===== config.mk =====
export PLATFORM = sky130hd
export DESIGN_NAME = serial_chunk_adder
export DESIGN_NICKNAME = d
export VERILOG_FILES = /design/src/rtl/adder_pkg.sv /design/src/rtl/chunk_full_adder.sv /design/src/rtl/serial_chunk_adder.sv
export SDC_FILE = /design/constraint.sdc
export NUM_CORES = 1
export LEC_CHECK = 0
export ABC_AREA = 1
export BUFFER_PORTS_ARGS = -buffer_cell sky130_fd_sc_hd__buf_4
export CORE_ASPECT_RATIO = 0.75
export CORE_MARGIN = 4
export CORE_UTILIZATION = 40
export CTS_CLUSTER_SIZE = 25
export DETAILED_ROUTE_END_ITERATION = 8
export SETUP_SLACK_MARGIN = 0.05
export SLEW_MARGIN = 5
export SYNTH_ARGS = -nofsm -noshare
export SYNTH_HDL_FRONTEND = slang
export SYNTH_SLANG_ARGS = --single-unit

===== constraint.sdc =====
create_clock -name clk -period 2.35 [get_ports clk]
set_input_delay 0.235 -clock clk [delete_from_list [all_inputs] [get_ports clk]]
set_output_delay 0.235 -clock clk [all_outputs]
set_load 0.01 [all_outputs]

===== src/rtl/adder_pkg.sv =====
// Shared state type and sizing helpers for the serial chunk adder.
package adder_pkg;

    typedef enum logic [1:0] {
        IDLE = 2'd0,
        RUN  = 2'd1,
        DONE = 2'd2
    } state_e;

    function automatic int calc_nch(input int width, input int chunk);
        return (chunk > 0) ? (width / chunk) : 1;
    endfunction

    // Index register width; a single-chunk build still needs one bit.
    function automatic int idx_width(input int nch);
        return (nch > 1) ? $clog2(nch) : 1;
    endfunction

endpackage


===== src/rtl/chunk_full_adder.sv =====
// Combinational CHUNK-bit full adder; the multi-bit form of the 1-bit full-adder cell.
module chunk_full_adder #(
    parameter int CHUNK = 1
) (
    input  logic [CHUNK-1:0] x,
    input  logic [CHUNK-1:0] y,
    input  logic             cin,
    output logic [CHUNK-1:0] s,
    output logic             cout
);

    assign {cout, s} = {1'b0, x} + {1'b0, y} + {{CHUNK{1'b0}}, cin};

endmodule


===== src/rtl/serial_chunk_adder.sv =====
// Multi-cycle add/subtract, CHUNK bits per clock through one registered carry.
// Optional signed-overflow output enabled by defining SERIAL_CHUNK_ADDER_OVF_EN.
module serial_chunk_adder
    import adder_pkg::*;
#(
    parameter int WIDTH = 8,
    parameter int CHUNK = 1
) (
    input  logic             clk,
    input  logic             rst,
    input  logic             start,
    input  logic [WIDTH-1:0] a,
    input  logic [WIDTH-1:0] b,
    input  logic             ci,
    input  logic             sub,
    output logic             busy,
    output logic             done,
    output logic [WIDTH-1:0] sum,
    output logic             co
`ifdef SERIAL_CHUNK_ADDER_OVF_EN
    ,
    output logic             ovf
`endif
);

    localparam int NCH = calc_nch(WIDTH, CHUNK);
    localparam int IW  = idx_width(NCH);
    localparam logic [IW-1:0]    LAST_IDX   = IW'(NCH - 1);
    localparam logic [WIDTH-1:0] CHUNK_MASK = WIDTH'({CHUNK{1'b1}});

    generate
        if (WIDTH < 1 || CHUNK < 1 || (WIDTH % CHUNK) != 0) begin : g_bad_cfg
            $error("serial_chunk_adder: CHUNK must be >= 1 and divide WIDTH exactly");
        end
    endgenerate

    state_e           state_q, state_d;
    logic [IW-1:0]    idx_q, idx_d;
    logic             carry_q, carry_d;
    logic [WIDTH-1:0] a_q, a_d, b_q, b_d, work_q, work_d, sum_q, sum_d;
    logic             co_q, co_d;
    logic             busy_q, done_q;
`ifdef SERIAL_CHUNK_ADDER_OVF_EN
    logic             ovf_q, ovf_d;
`endif

    int               base_s;
    logic [CHUNK-1:0] x_s, y_s, s_s;
    logic             cout_s;
    logic [WIDTH-1:0] work_ins_s;

    // Slice the current chunk out of the latched operands and merge the result back.
    always_comb begin
        base_s     = int'(idx_q) * CHUNK;
        x_s        = CHUNK'(a_q >> base_s);
        y_s        = CHUNK'(b_q >> base_s);
        work_ins_s = (work_q & ~(CHUNK_MASK << base_s)) | (WIDTH'(s_s) << base_s);
    end

    chunk_full_adder #(.CHUNK(CHUNK)) u_cfa (
        .x    (x_s),
        .y    (y_s),
        .cin  (carry_q),
        .s    (s_s),
        .cout (cout_s)
    );

    // Next-state logic; subtraction is folded in at latch time via inverted b and ci.
    always_comb begin
        state_d = state_q;
        idx_d   = idx_q;
        carry_d = carry_q;
        a_d     = a_q;
        b_d     = b_q;
        work_d  = work_q;
        sum_d   = sum_q;
        co_d    = co_q;
`ifdef SERIAL_CHUNK_ADDER_OVF_EN
        ovf_d   = ovf_q;
`endif
        case (state_q)
            IDLE: begin
                if (start) begin
                    a_d     = a;
                    b_d     = sub ? ~b : b;
                    carry_d = sub ? ~ci : ci;
                    idx_d   = {IW{1'b0}};
                    work_d  = {WIDTH{1'b0}};
                    state_d = RUN;
                end else begin
                    state_d = IDLE;
                end
            end
            RUN: begin
                work_d  = work_ins_s;
                carry_d = cout_s;
                if (idx_q == LAST_IDX) begin
                    idx_d   = {IW{1'b0}};
                    sum_d   = work_ins_s;
                    co_d    = cout_s;
`ifdef SERIAL_CHUNK_ADDER_OVF_EN
                    // Carry into the MSB is recovered from the MSB sum bit.
                    ovf_d   = x_s[CHUNK-1] ^ y_s[CHUNK-1] ^ s_s[CHUNK-1] ^ cout_s;
`endif
                    state_d = DONE;
                end else begin
                    idx_d   = idx_q + IW'(1);
                    state_d = RUN;
                end
            end
            DONE: begin
                state_d = IDLE;
            end
            default: begin
                state_d = IDLE;
            end
        endcase
    end

    // State, datapath and registered handshake outputs.
    always_ff @(posedge clk) begin
        if (rst) begin
            state_q <= IDLE;
            idx_q   <= {IW{1'b0}};
            carry_q <= 1'b0;
            a_q     <= {WIDTH{1'b0}};
            b_q     <= {WIDTH{1'b0}};
            work_q  <= {WIDTH{1'b0}};
            sum_q   <= {WIDTH{1'b0}};
            co_q    <= 1'b0;
            busy_q  <= 1'b0;
            done_q  <= 1'b0;
`ifdef SERIAL_CHUNK_ADDER_OVF_EN
            ovf_q   <= 1'b0;
`endif
        end else begin
            state_q <= state_d;
            idx_q   <= idx_d;
            carry_q <= carry_d;
            a_q     <= a_d;
            b_q     <= b_d;
            work_q  <= work_d;
            sum_q   <= sum_d;
            co_q    <= co_d;
            busy_q  <= (state_d != IDLE);
            done_q  <= (state_d == DONE);
`ifdef SERIAL_CHUNK_ADDER_OVF_EN
            ovf_q   <= ovf_d;
`endif
        end
    end

    assign busy = busy_q;
    assign done = done_q;
    assign sum  = sum_q;
    assign co   = co_q;
`ifdef SERIAL_CHUNK_ADDER_OVF_EN
    assign ovf  = ovf_q;
`endif

endmodule


==> flow_summary.ini <==
[logic_synthesis]
yosysWarnings = 0
syn_area_per_cell_um2 = 7.36
synth_enable_flop_cells = 0
synth.top_cell.area_share_pct = 42.0
syn_inst = 259
synth_common_cells = nand2_1 (41), dfxtp_1 (40), o21ai_0 (38)
synth_area_um2 = 1910
yosys_register_bits = 40
synthTopCellsByArea = dfxtp_1 (42%), o21ai_0 (10%), nand2_1 (8.1%)
ys_async_sr_fraction_pct = 0
synth.largest_area_cell = dfxtp_1
synth_top_flop_cell = dfxtp_1
post-synth-top-count-cell = nand2_1
ys_seq_area_share_pct = 42.0
ys_types = 26
syn_nets = 287

[clock_network]
cts_tree = yes
clock-sinks = 40
cts_max_path_buffers = 2
cts_resized = 0
htreeDepth = 2
root_buffer = clkbuf_8
clkTransAtPathRegs_ns = 0.07
clkLatencyLatePin_ns = 0.28
postCtsSetupBuffers = 0
hold_buffers = 0
numCtsBuffers = 5

[timing]
grt_setup_unrepaired = no
setup_viol = 0
finalHoldViolCount = 0
slew_headroom_pct = 58.4
setup-tns-final_ns = 0
period_minus_slack_ns = 2.12
clock.fmax_ghz = 0.471
fin_crit_sh_pct = 90.3
slew_viol_final = 0
finalClockSkew_ns = 0.00462
tightest_slew_ns = 0.622
setup_slack_ns = 0.227

[route]
drtIter0Drc = 109
drc = 0
ant_nets = 0
routed_wl_mm = 4.07
drt-pass1-iter-count = 4
via_count = 1644
via_per_inst = 4.71
avgRoutedWirePerCell_um = 11.7

[worst_setup_path]
rrSetupSlack_ns = 0.23
r2r_start = idx_q[0]
critPathTopFamily = adder cells
crit_fanout = 16
crit_path_start = idx_q[0]
slowest_delay_ns = 0.60
cp_slowest_cell = fa_2
worstSetupStartpointType = flop
critPathKind = flop to flop
cp_common_cell = nand2_1
r2r-end = work_q[0]
arrival_ns = 2.34
cp-endpoint = work_q[0]
cp-end-kind = flop
reg2regPathDepth = 12
timing.critical_path.buf_inv = 2
worstPathRequired_ns = 2.56
cp.depth = 12
critical_path.cell_chain = buf_6, a21oi_1, o21ai_0, nand3_1, nand2_1, fa_2, inv_1, nor2_2, nand3_1, nand2_1, nand2_1, a21oi_1

[die]
coreArea_um2 = 4520
start_util_pct = 42.2
die-area_um2 = 5940
die_w_um = 87.7
rows = 21
ios = 32
die_y_um = 67.8

[global_routing]
grt_max_degree = 24
first_global_vias = 1551
grt_pass1_wl_mm = 7.13
grt_remaining_overflow = 0
antenna_found_initial = 0
grt_usage_pct = 15.2

[finish]
fillers = 486
nets = 319
syn_to_final_growth_pct = 19.6
drive_above_1_share_pct = 18.2
num_antenna_cells = 0

[placement]
dp_slack_ns = 0.157
gp_congestion = 0.839
hpwl_mm = 2.91
io_buffer_count = 31

[flow_run]
maxCapViolCount = 0

[worst_hold_path]
hold_path.class = input pin to flop

[power]
total_power_mw = 1.41
ir_drop_mv = 0.351
p_leak_nw = 1.06
pwr_density_cell_nw_per_um2 = 617

[run_status]
outcome = completed
==> final cells by class <==
cell class / instances / area, um2 / area share, %
multi-input cells: 172 / 897 / 39.4
flip-flops and latches: 40 / 802 / 35.2
repair buffers: 37 / 282 / 12.4
inverters: 35 / 136 / 5.99
clock buffers: 8 / 90.1 / 3.95
well taps: 57 / 71.3 / 3.13
==> worst min-delay path, delay by kind of cell <==
family          cells  cell delay [ns]
buf+inv             1             0.07
compound gates      1             0.07
simple gates        1             0.07
==> per-layer routing <==
| layer | GRT usage (%) | part of all wire (%) | wire length (um) | vias up |
|---|---|---|---|---|
| met1 | 21.5 | 53 | 2170 | 716 |
| li1 | - | - | - | 892 |
| met2 | 22.9 | 40 | 1650 | 34 |
| met4 | 3.45 | 0.47 | 19 | 0 |
| met3 | 4.02 | 5.7 | 231 | 2 |
| met5 | 0 | 0 | 0 | - |
==> state kept, by name (all words and copies together) (netlist names), 2 cells and up <==
name,count
state_q,2
sum,8
idx_q,3
b_q,8
a_q,8
work_q,7
==> where the power goes <==
part / leakage (nW) / switching, mW / total (mW) / internal, mW
Sequential: 0.327 / 0.0179 / 0.727 / 0.709
Clock: 0.0455 / 0.222 / 0.461 / 0.239
Combinational: 0.686 / 0.131 / 0.217 / 0.0865
Total: 1.06 / 0.370 / 1.41 / 1.04
==> cells in the final DEF (no fill, tap or decap), drive strengths merged <==
cell type and count:
and2 1, fa 1, buf 37, clkbuf 8
xnor2 1, nor2 30, nand3 9, nand4 4
o22ai 1, inv 34, ha 6, dfxtp 40
clkinv 1, a21oi 29, xor2 8, nand2 43
o21ai 39
==> kinds of logic after synthesis <==
kind of cell	after synthesis	share of synthesized area, %
fa+ha+maj	7	4.99
simple gates	87	19.3
xor+xnor	9	4.14
compound gates	69	18.4
buf+inv	47	11.2
flops	40	42.0
==> worst min-delay path by stage <==
stage / start / end / slack [ns] / cells after the start
floorplan: rst / sum[0] / 0.39 / 3
detailed placement: b_q[0] / b_q[0] / 0.45 / 2
global placement: b_q[0] / b_q[0] / 0.45 / 2
CTS: a[3] / a_q[3] / 0.19 / 3
finish: a[3] / a_q[3] / 0.20 / 3
global route: a[5] / a_q[5] / 0.21 / 3
==> per-stage QoR <==
stage / utilization, % / hold WS, ns / cells / area, um2
finish: 50.4 / 0.199 / 349 / 2280
global placement: 48.2 / 0.448 / 341 / 2180
detailed placement: 48.2 / 0.452 / 341 / 2180
floorplan: - / 0.391 / 259 / 1910
CTS: 50.2 / 0.193 / 349 / 2270
global route: 50.4 / 0.213 / 349 / 2280
(Power assumes the default switching activity.)
